==> src/rtl/dac_pattern_pkg.sv <==
//==============================================================================
// Module : dac_pattern_pkg
// Brief  : Shared encodings for the DAC test-pattern generator.
// Rev    : 1.0  initial release
//==============================================================================
`default_nettype none

package dac_pattern_pkg;

    localparam logic [1:0] MODE_ZERO  = 2'd0;
    localparam logic [1:0] MODE_RAMP  = 2'd1;
    localparam logic [1:0] MODE_CONST = 2'd2;
    localparam logic [1:0] MODE_PRBS  = 2'd3;

    typedef enum logic [1:0] {
        ST_IDLE = 2'd0,
        ST_ARM  = 2'd1,
        ST_RUN  = 2'd2,
        ST_DONE = 2'd3
    } state_t;

    localparam int         PRBS_W    = 15;
    localparam logic [14:0] PRBS_SEED = 15'h7FFF;

endpackage

`default_nettype wire

==> src/rtl/dac_prbs15_step.sv <==
//==============================================================================
// Module : dac_prbs15_step
// Brief  : Combinational STEPS-step advance of a Fibonacci PRBS15 (x^15+x^14+1).
//          bits[STEPS-1] is the earliest generated bit.
// Rev    : 1.0  initial release
//==============================================================================
`default_nettype none

module dac_prbs15_step
    import dac_pattern_pkg::*;
#(
    parameter int STEPS = 64
) (
    input  logic [PRBS_W-1:0] state,
    output logic [PRBS_W-1:0] next_state,
    output logic [STEPS-1:0]  bits
);

    logic [PRBS_W-1:0] w_chain [0:STEPS];

    assign w_chain[0] = state;

    for (genvar k = 0; k < STEPS; k++) begin : g_step
        logic w_new;
        assign w_new          = w_chain[k][14] ^ w_chain[k][13];
        assign bits[STEPS-1-k] = w_new;
        assign w_chain[k+1]   = {w_chain[k][13:0], w_new};
    end

    assign next_state = w_chain[STEPS];

endmodule

`default_nettype wire

==> src/rtl/dac_pattern_gen.sv <==
//==============================================================================
// Module : dac_pattern_gen
// Brief  : Zero/ramp/constant(/PRBS15) burst pattern source feeding the DAC
//          write-side FIFO lanes I0,Q0,I1,Q1. Mode 3 is PRBS15 only when
//          DAC_PATTERN_PRBS_EN is defined; otherwise it behaves as zero.
// Rev    : 1.0  initial release
//==============================================================================
`default_nettype none

module dac_pattern_gen
    import dac_pattern_pkg::*;
#(
    parameter int DATA_W    = 16,
    parameter int RAMP_STEP = 1,
    parameter int BURST_W   = 16
) (
    input  logic               wr_clk,
    input  logic               wr_rst_n,
    input  logic               start,
    input  logic               stop,
    input  logic [1:0]         mode,
    input  logic [DATA_W-1:0]  const_i,
    input  logic [DATA_W-1:0]  const_q,
    input  logic [BURST_W-1:0] burst_len,
    output logic [DATA_W-1:0]  wr_data_0,
    output logic [DATA_W-1:0]  wr_data_1,
    output logic [DATA_W-1:0]  wr_data_2,
    output logic [DATA_W-1:0]  wr_data_3,
    output logic               wr_valid,
    output logic               busy,
    output logic               done
);

    state_t             r_state;
    state_t             w_next;
    logic [1:0]         r_mode;
    logic [DATA_W-1:0]  r_const_i;
    logic [DATA_W-1:0]  r_const_q;
    logic [BURST_W-1:0] r_burst_len;
    logic [BURST_W-1:0] r_cnt;
    logic [DATA_W-1:0]  r_base;
    logic               w_last;
    logic               w_run;
    logic [DATA_W-1:0]  w_ramp_hi;
    logic [DATA_W-1:0]  w_lane0, w_lane1, w_lane2, w_lane3;

    assign w_run     = (r_state == ST_RUN);
    assign w_last    = (r_burst_len != '0) && (r_cnt == r_burst_len - BURST_W'(1));
    assign w_ramp_hi = r_base + DATA_W'(RAMP_STEP);

`ifdef DAC_PATTERN_PRBS_EN
    logic [PRBS_W-1:0]   r_lfsr;
    logic [PRBS_W-1:0]   w_lfsr_next;
    logic [4*DATA_W-1:0] w_prbs_bits;

    dac_prbs15_step #(
        .STEPS      (4*DATA_W)
    ) u_prbs (
        .state      (r_lfsr),
        .next_state (w_lfsr_next),
        .bits       (w_prbs_bits)
    );

    always_ff @(posedge wr_clk or negedge wr_rst_n) begin
        if (!wr_rst_n) begin
            r_lfsr <= '0;
        end else if (r_state == ST_ARM) begin
            r_lfsr <= PRBS_SEED;
        end else if (w_run) begin
            r_lfsr <= w_lfsr_next;
        end
    end
`endif

    always_ff @(posedge wr_clk or negedge wr_rst_n) begin
        if (!wr_rst_n) begin
            r_state <= ST_IDLE;
        end else begin
            r_state <= w_next;
        end
    end

    // A stop coinciding with the last burst cycle still yields a single DONE.
    always_comb begin
        w_next = r_state;
        case (r_state)
            ST_IDLE: if (start) w_next = ST_ARM;
            ST_ARM:  w_next = ST_RUN;
            ST_RUN:  if (stop || w_last) w_next = ST_DONE;
            ST_DONE: w_next = ST_IDLE;
            default: w_next = ST_IDLE;
        endcase
    end

    always_ff @(posedge wr_clk or negedge wr_rst_n) begin
        if (!wr_rst_n) begin
            r_mode      <= MODE_ZERO;
            r_const_i   <= '0;
            r_const_q   <= '0;
            r_burst_len <= '0;
            r_cnt       <= '0;
            r_base      <= '0;
        end else if (r_state == ST_ARM) begin
            r_mode      <= mode;
            r_const_i   <= const_i;
            r_const_q   <= const_q;
            r_burst_len <= burst_len;
            r_cnt       <= '0;
            r_base      <= '0;
        end else if (w_run) begin
            r_cnt       <= r_cnt + BURST_W'(1);
            r_base      <= r_base + DATA_W'(2*RAMP_STEP);
        end
    end

    always_comb begin
        w_lane0 = '0;
        w_lane1 = '0;
        w_lane2 = '0;
        w_lane3 = '0;
        case (r_mode)
            MODE_RAMP: begin
                w_lane0 = r_base;
                w_lane1 = ~r_base;
                w_lane2 = w_ramp_hi;
                w_lane3 = ~w_ramp_hi;
            end
            MODE_CONST: begin
                w_lane0 = r_const_i;
                w_lane1 = r_const_q;
                w_lane2 = r_const_i;
                w_lane3 = r_const_q;
            end
`ifdef DAC_PATTERN_PRBS_EN
            MODE_PRBS: begin
                w_lane0 = w_prbs_bits[4*DATA_W-1 -: DATA_W];
                w_lane1 = w_prbs_bits[3*DATA_W-1 -: DATA_W];
                w_lane2 = w_prbs_bits[2*DATA_W-1 -: DATA_W];
                w_lane3 = w_prbs_bits[DATA_W-1   -: DATA_W];
            end
`endif
            default: begin
                w_lane0 = '0;
                w_lane1 = '0;
                w_lane2 = '0;
                w_lane3 = '0;
            end
        endcase
    end

    // Outputs trail the state by one edge so every port is a flop.
    always_ff @(posedge wr_clk or negedge wr_rst_n) begin
        if (!wr_rst_n) begin
            wr_valid  <= 1'b0;
            busy      <= 1'b0;
            done      <= 1'b0;
            wr_data_0 <= '0;
            wr_data_1 <= '0;
            wr_data_2 <= '0;
            wr_data_3 <= '0;
        end else begin
            wr_valid  <= w_run;
            busy      <= (r_state != ST_IDLE);
            done      <= (r_state == ST_DONE);
            wr_data_0 <= w_run ? w_lane0 : '0;
            wr_data_1 <= w_run ? w_lane1 : '0;
            wr_data_2 <= w_run ? w_lane2 : '0;
            wr_data_3 <= w_run ? w_lane3 : '0;
        end
    end

endmodule

`default_nettype wire

==> config.mk <==
export PLATFORM = sky130hd
export DESIGN_NAME = dac_pattern_gen
export DESIGN_NICKNAME = d
export VERILOG_FILES = /design/src/rtl/dac_pattern_pkg.sv /design/src/rtl/dac_prbs15_step.sv /design/src/rtl/dac_pattern_gen.sv
export SDC_FILE = /design/constraint.sdc
export NUM_CORES = 1
export LEC_CHECK = 0
export CORE_MARGIN = 2
export CORE_UTILIZATION = 50
export CTS_CLUSTER_DIAMETER = 120
export DETAILED_ROUTE_END_ITERATION = 7
export PLACE_DENSITY = 0.77
export SLEW_MARGIN = 0
export SYNTH_ARGS = -nofsm -noshare
export SYNTH_HDL_FRONTEND = slang
export SYNTH_SLANG_ARGS = --single-unit
export TNS_END_PERCENT = 20
==> constraint.sdc <==
create_clock -name wr_clk -period 3.4 [get_ports wr_clk]
set_input_delay 0.68 -clock wr_clk [delete_from_list [all_inputs] [get_ports wr_clk]]
set_output_delay 0.68 -clock wr_clk [all_outputs]
set_load 0.02 [all_outputs]
==> results.yml <==
outcome:
  run_status: "complete, no violations"
critical_path:
  rr_worst_depth: 9
  crit_fanout: 9
  startpoint_type: "flip-flop"
  crit_chain: "inv_1, ha_1, nor3b_1, nand2_2, o31a_2, nor4b_2, nand4_1, a31oi_1, mux2_1"
  crit_buf_inv: 1
  timing.critical_path.from: "r_burst_len[0]"
  r2r_end: "r_state[1]"
  rr_startpoint: "r_burst_len[0]"
  end_kind: "flip-flop"
  rrSetupSlack_ns: 0.56
  cp_slowest_cell: "dfrtp_1"
  worstPathRequired_ns: 3.71
  crit_family: "simple AND/OR/NAND/NOR gates"
  crit_arrival_ns: 3.16
  critPathKind: "reg -> reg"
  slowest_delay_ns: 0.47
floorplan:
  die_x_um: 116
  die_area_um2: 13500
  die_y_um: 116
  design.core.area_um2: 12100
  ioPinCount: 121
  rows: 40
  initial_utilization_pct: 51.8
sta:
  period_share_pct: 83.6
  tightestPinTransition_ns: 1.11
  hold_viol_final: 0
  fin_setup_tns_ns: 0
  drv_slew: 0
  finClkSkew_ns: 0.0151
  maxClockFrequency_mhz: 352
  slew_headroom_pct: 25.7
  rsz0062_at_grt: "false"
  final-setup-viol-count: 0
  post-route-min-period_ns: 2.84
clock_network:
  cts_tree: "done"
  clk-insertion-delay-late_ns: 0.43
  cts_buffer_depth: 2
  htree_levels: 4
  postCtsHoldBufs: 0
  cts_root_buf: "clkbuf_16"
  cts-resized-gates: 0
  cts.sinks: 148
  clk_pin_slew_ns: 0.06
  numCtsBuffers: 17
  cts_setup_buffers: 0
yosys:
  synth_seq_cells: 148
  avgSynthCellArea_um2: 11.9
  yosys_warnings: 0
  synth_cell_types: 55
  async_flop_share_pct: 100
  syn_inst: 527
  syn-num-nets: 591
  synth_edf_count: 0
  synth-seq-area-share_pct: 59.0
  syn_area_um2: 6280
  synth_flop_cell: "dfrtp_1"
detailed_routing:
  via_per_inst: 5.40
  antenna_left: 0
  totalWireLength_um: 13600
  route.vias.total: 4430
  firstDrtPassIters: 5
  route.detailed.wl_per_inst_um: 16.6
  drtIter0Drc: 350
  drc: 0
power_and_ir_drop:
  power_mw: 6.79
  ir_worst_vdd_uv: 464
  leakagePower_nw: 3.58
  power_density_nw_per_um2: 831
final_layout:
  diodes: 0
  drive_gt1_share_pct: 14.9
  layout_commonest_cell: "dfrtp_1"
  regArea_um2: 3700
  area_growth_pct: 30.2
  final_cell_mix: "dfrtp_1 (148), clkdlybuf4s50_1 (119), o21ai_0 (53)"
  nets: 704
  multiInputGateArea_um2: 2390
  fillers: 902
grt:
  first_global_vias: 4491
  grt_overflow: 0
  antenna_found_initial: 0
  grtUsageTotal_pct: 21.8
  grt_pass1_wl_um: 22200
  grt_max_degree: 77
place:
  port_buffers: 120
  hpwl_um: 9310
  gp_congestion: 0.861
job:
  maxCapViolCount: 0
worst_hold_path:
  hold_path_class: "in -> async"
cell usage after synthesis, types with 3 or more instances:
| master | count | area share [%] |
|---|---|---|
| nand3_1 | 6 | 0.48 |
| and2_1 | 3 | 0.30 |
| clkbuf_1 | 22 | 1.3 |
| o21ai_0 | 53 | 4.2 |
| buf_1 | 3 | 0.18 |
| nand3b_1 | 4 | 0.48 |
| nand4_1 | 11 | 1.1 |
| dfrtp_1 | 148 | 59 |
| a22o_1 | 24 | 3.3 |
| inv_1 | 14 | 0.84 |
| a21oi_1 | 10 | 0.80 |
| nand2_1 | 41 | 2.5 |
| xor2_1 | 21 | 2.9 |
| ha_1 | 10 | 2.0 |
| xnor2_1 | 16 | 2.2 |
| mux2_2 | 46 | 8.3 |
| and3_1 | 6 | 0.60 |
| nand2b_1 | 3 | 0.30 |
| nor2_1 | 29 | 1.7 |
| or3_1 | 8 | 0.80 |
| mux2i_1 | 4 | 0.64 |
cell families after synthesis:
family | share of synthesized area [%]
DFF | 59.0
and+or+nand+nor | 11.2
adders and majority gates | 1.99
buffers and inverters | 2.91
xor gates and xnor gates | 5.16
muxes | 9.07
AOI/OAI and AO/OA | 10.7
registers in the layout, indices dropped and copies added (netlist names):
register and cells:
done 1, r_burst_len 16, r_mode 2, r_base 15, r_const_q 16, busy 1, r_const_i 16, wr_data_3 16
r_cnt 16, wr_data_0 16, wr_data_1 16, r_state 2, wr_data_2 14, wr_valid 1
power by group:
| group | switching [mW] | total (mW) | internal, mW |
|---|---|---|---|
| combinational | 1.11 | 2.22 | 1.11 |
| clock | 0.746 | 1.83 | 1.08 |
| sequential | 0.444 | 2.74 | 2.30 |
| total | 2.30 | 6.79 | 4.49 |
final cells by class:
class | count | share of cell area, %
Multi-Input combinational cell | 335 | 29.3
Clock inverter | 14 | 1.87
Clock buffer | 17 | 5.21
Inverter | 14 | 0.643
Sequential cell | 148 | 45.3
Timing Repair Buffer | 124 | 15.1
Tap cell | 168 | 2.57
worst max-delay path by stage:
stage | endpoint | cells past startpoint
final | r_state[1] | 9
after global routing | r_state[1] | 9
after CTS | r_state[1] | 9
after detailed placement | r_state[1] | 9
after global placement | r_state[1] | 9
after floorplan | r_state[1] | 10
layer usage:
layer	up-vias	GRT usage, %	wire [um]
li1	2076	-	-
met5	-	0	0
met1	2164	27.0	5590
met4	0	8.25	279
met3	24	6.01	792
met2	166	36.8	6950
stage by stage:
stage	setup slack, ns	instances	util, %	hold WS, ns	area, um2
floorplan	0.965	527	-	0.384	6280
global placement	0.757	789	62.7	0.471	7590
detailed placement	0.581	789	62.7	0.472	7590
CTS	0.570	820	67.5	0.285	8170
global route	0.417	820	67.5	0.321	8170
finish	0.558	820	67.5	0.263	8170
(Power assumes the default switching activity.)
